**config.mk**
```make
export PLATFORM = sky130hd
export DESIGN_NAME = regfile_mp
export DESIGN_NICKNAME = d
export VERILOG_FILES = /design/src/rtl/regfile_mp.sv
export SDC_FILE = /design/constraint.sdc
export NUM_CORES = 2
export LEC_CHECK = 0
export CAP_MARGIN = 40
export CORE_MARGIN = 2
export CORE_UTILIZATION = 30
export DETAILED_ROUTE_END_ITERATION = 7
export GPL_ROUTABILITY_DRIVEN = 0
export GPL_TIMING_DRIVEN = 0
export PLACE_DENSITY = 0.44
export SKIP_LAST_GASP = 1
export SLEW_MARGIN = 10
export SYNTH_ARGS = -nofsm -noshare
export SYNTH_HDL_FRONTEND = slang
export SYNTH_SLANG_ARGS = --single-unit
```
**constraint.sdc**
```tcl
create_clock -name clk -period 9.3 [get_ports clk]
set_input_delay 1.86 -clock clk [delete_from_list [all_inputs] [get_ports clk]]
set_output_delay 1.86 -clock clk [all_outputs]
set_load 0.05 [all_outputs]
```
**src/rtl/regfile_mp.sv**
```systemverilog
// rtl/regfile_mp.sv - 2-write/2-read register file with entry-0 hardwired zero and sequential runtime clear.
// Optional macro REGFILE_BYPASS_EN forwards same-cycle write data to the read ports.
module regfile_mp #(
  parameter int DATA_W = 32,
  parameter int ADDR_W = 5
) (
  input  logic              clk,
  input  logic              rst,
  input  logic              clear_req,
  output logic              ready,
  input  logic [ADDR_W-1:0] rd_addr0,
  input  logic [ADDR_W-1:0] rd_addr1,
  output logic [DATA_W-1:0] rd_data0,
  output logic [DATA_W-1:0] rd_data1,
  input  logic              wr_en0,
  input  logic              wr_en1,
  input  logic [ADDR_W-1:0] wr_addr0,
  input  logic [ADDR_W-1:0] wr_addr1,
  input  logic [DATA_W-1:0] wr_data0,
  input  logic [DATA_W-1:0] wr_data1
);

  localparam int DEPTH = 2 ** ADDR_W;

  typedef enum logic {
    S_IDLE  = 1'b0,
    S_CLEAR = 1'b1
  } state_t;

  state_t            state_q;
  logic [ADDR_W-1:0] clr_cnt_q;
  logic              ready_q;
  logic [DATA_W-1:0] mem_q [DEPTH];

  logic              we0;
  logic              we1;

  // The cycle that accepts clear_req is already committed to the clear, so its writes are dropped.
  assign we0 = !rst && (state_q == S_IDLE) && !clear_req && wr_en0 && (wr_addr0 != '0);
  assign we1 = !rst && (state_q == S_IDLE) && !clear_req && wr_en1 && (wr_addr1 != '0);

  always_ff @(posedge clk) begin
    if (rst) begin
      state_q   <= S_CLEAR;
      clr_cnt_q <= '0;
      ready_q   <= 1'b0;
    end else if (state_q == S_IDLE) begin
      if (clear_req) begin
        state_q   <= S_CLEAR;
        clr_cnt_q <= '0;
        ready_q   <= 1'b0;
      end
    end else begin
      clr_cnt_q <= clr_cnt_q + ADDR_W'(1);
      if (clr_cnt_q == '1) begin
        state_q <= S_IDLE;
        ready_q <= 1'b1;
      end
    end
  end

  // Port 1 is written last so it wins an address collision.
  always_ff @(posedge clk) begin
    if (!rst && (state_q == S_CLEAR)) begin
      mem_q[clr_cnt_q] <= '0;
    end else begin
      if (we0) mem_q[wr_addr0] <= wr_data0;
      if (we1) mem_q[wr_addr1] <= wr_data1;
    end
  end

  always_comb begin
    rd_data0 = '0;
    if (ready_q && (rd_addr0 != '0)) begin
      rd_data0 = mem_q[rd_addr0];
`ifdef REGFILE_BYPASS_EN
      if (wr_en0 && (wr_addr0 == rd_addr0)) rd_data0 = wr_data0;
      if (wr_en1 && (wr_addr1 == rd_addr0)) rd_data0 = wr_data1;
`endif
    end
  end

  always_comb begin
    rd_data1 = '0;
    if (ready_q && (rd_addr1 != '0)) begin
      rd_data1 = mem_q[rd_addr1];
`ifdef REGFILE_BYPASS_EN
      if (wr_en0 && (wr_addr0 == rd_addr1)) rd_data1 = wr_data0;
      if (wr_en1 && (wr_addr1 == rd_addr1)) rd_data1 = wr_data1;
`endif
    end
  end

  assign ready = ready_q;

endmodule

```
==> key figures <==
Global route
  • Total gr overflow: 0
  • First-pass GRT wire length: 403000 um
  • Total GRT Usage: 0.289
  • Vias in the first global route: around 47000
  • Largest net degree at the start of global routing: 26
  • Initial antenna violation count: 17

Synthesis
  • Mapped Nets: ~5500
  • Synth area leaders: edfxtp_1 (52%), mux4_2 (9.5%), mux2i_1 (8.8%)
  • Mean post-synth cell area: between 10 and 15 um^2
  • Main synth FF type: edfxtp_1
  • Synthesized flop and latch total: 1031
  • Number of enable flip-flop cells after synthesis: 1024
  • Yosys top cell by area: edfxtp_1
  • Top-area cell type share of the netlist area: 0.517
  • Mapped cell area: slightly below 60000 um^2
  • Yosys warnings: 0
  • Sequential fraction of the synthesis area: 0.520
  • Mapped Cells: between 5000 and 6000
  • Post-synth cell types: 57
  • Asr flop ratio synth: 0

Timing
  • Hold Vio Cnt, Final: 0
  • Fin crit share: 0.942
  • Worst-Margin Slew: between 1000 and 1500 ps
  • Fin crit period: 8760 ps
  • FMAX: 114 MHz
  • Final setup vio count: 0
  • RSZ-0062 raised after global routing: false
  • Post-route setup slack: 539 ps
  • Pins over their slew limit: 0
  • Worst slew margin: 0.308
  • Setup Skew: 36.3 ps

Finish
  • Core Util, Final: 0.357
  • Layout cell share with drive strength beyond 1: 0.152
  • Multi-input gate area: 25800 um^2
  • Nets@finish: ~5900
  • Area grow syn2layout: 18.5%
  • Non-filler cells, final: approximately 8500
  • Sequential standard cell area: about 30000 um^2
  • Fillers: 19600

Worst setup path
  • WP data required: roughly 7400 ps
  • Crit. End Element: output port
  • CP max stage cell: clkdlybuf4s50_1
  • Slowest stage delay, CP: 900 ps
  • CP Max Fanout: 10
  • Top Family by Delay on Critical Path: buffers and inverters
  • Levels on crit path: 10
  • Worst Path Buf+Inv: 6
  • Crit path kind: input port to output port
  • Startpoint types: input port
  • Worst-case reg-to-reg path depth: 8
  • Data arrival time of the worst path: just under 7000 ps
  • CP Cell Sequence: clkdlybuf4s50_1, clkbuf_1, buf_2, buf_1, buf_8, nor2_1, nor2_1, nand3_1, nand4_1, clkdlybuf4s50_1

Clocking
  • # hold bufs at CTS: 0
  • H-tree levels: 3
  • CTS root buf: clkbuf_16
  • Post-CTS Setup Inserts: 0
  • # clock sinks: 1031
  • Post_cts resized: 0
  • Clk buf depth: 3
  • Cts bufs inserted: 121
  • Worst-Skew Late Latency: between 700 and 800 ps
  • CTS tree: built
  • Reg clk slew, reported paths: 60 ps

Floorplanning
  • Row Count: 163
  • Core area: ~200000 um^2
  • DIE WIDTH: 449 um
  • Die Area: 202000 um^2
  • Die Ht: between 400 and 500 um
  • Top-Level Pins: about 150
  • Initial core utilization: 0.301

Flow run
  • Max-cap check violation count: 0

Worst hold path
  • Hold Crit Depth: 2
  • Hold crit path type: flop to flop

Place
  • Placed Cells incl. Taps: 8277
  • Setup slack at placement: 686 ps
  • DPL Wire Length: ~240000 um
  • IO Port Bufs: ~140

Power and ir drop
  • P_leak: 0.0221 uW
  • PwrDens: 156 nW/um^2
  • Pwr Total: 11000 uW
  • Peak supply drop: 0.000140 V

Route
  • Post-route DRC: 0
  • Drt pass-1 iters: 6
  • Initial DRC Count: 6563
  • WL/cell: 35.5 um
  • Post-route ant nets: 0
  • Via density: 5.90
  • Final wirelength: 302000 um
  • Routed vias: 50300

Outcome
  • Outcome: completed
==> logic make-up after synthesis <==
logic type	share of synthesized area
xor+xnor	0.000295
flops	0.520
simple gates	0.103
compound gates	0.140
mux	0.183
fa+ha+maj	0.000421
buf+inv	0.0537
==> cells in the mapped netlist, types with 63 or more instances <==
cell and instances:
buf_4 81, clkbuf_1 363, o21ai_1 98, o21ai_0 898, mux4_2 252, edfxtp_1 1024
mux2i_1 522, nand2_1 1091, nand3_1 159, a31oi_1 63, a22oi_1 237, buf_2 165
==> registers in the layout, indices dropped and copies added (netlist names) <==
register / flops
clr_cnt_q: 5
mem_q: 1024
ready: 1
state_q: 1
==> path summary, 6_finish.rpt <==
check	from	endpoint	slack (ps)
max reg2reg	state_q	mem_q[31][10]	5040
max	rd_addr1[2]	rd_data1[21]	540
min	clr_cnt_q[0]	clr_cnt_q[0]	590
min reg2reg	clr_cnt_q[0]	clr_cnt_q[0]	590
==> through the flow <==
step / hold WS [ps] / area, um^2 / TNS (ps)
6_report: 594 / 70400 / 0
5_1_grt: 639 / 70400 / 0
4_1_cts: 594 / 70400 / 0
3_5_place_dp: 580 / 66300 / 0
3_3_place_gp: 568 / 64200 / -11180
2_1_floorplan: 506 / 59500 / 0
==> report_power, final <==
part	total, uW	switching, uW	internal [uW]
registers	5090	19.0	5070
logic	849	584	265
clock network	5040	2130	2900
total	11000	2730	8240
==> cell type report <==
cell class	count	share of cell area
Sequential cell	1031	0.439
Antenna cell	13	0.000462
Tap cell	2640	0.0469
Clock buffer	145	0.0461
Inverter	39	0.00208
Multi-Input combinational cell	3641	0.366
Clock inverter	83	0.0112
Buffer	667	0.0436
Timing Repair Buffer	261	0.0450
==> cell usage in the layout, fill, tap and decap left out, drive strengths merged, types with 63 or more instances in the layout <==
cell,n
buf,412
mux4,252
clkdlybuf4s50,143
clkinv,63
nand3,159
edfxtp,1024
o21ai,996
a31oi,63
a22oi,237
mux2i,522
nand2,1091
clkbuf,518
==> tightest hold or removal path: cells and delay by family (launching register included) <==
kind / cells / cell delay [ps]
flops: 1 / 350
mux: 1 / 130
simple gates: 1 / 80
==> per-layer routing <==
metal | track usage | routed length [um] | part of all wire
met5 | 0 | 77 | 0.00025
met4 | 0.157 | 18800 | 0.062
met3 | 0.0717 | 30900 | 0.10
met2 | 0.445 | 133000 | 0.44
met1 | 0.374 | 119000 | 0.39
Note: power is estimated with default switching activity, not from simulation.
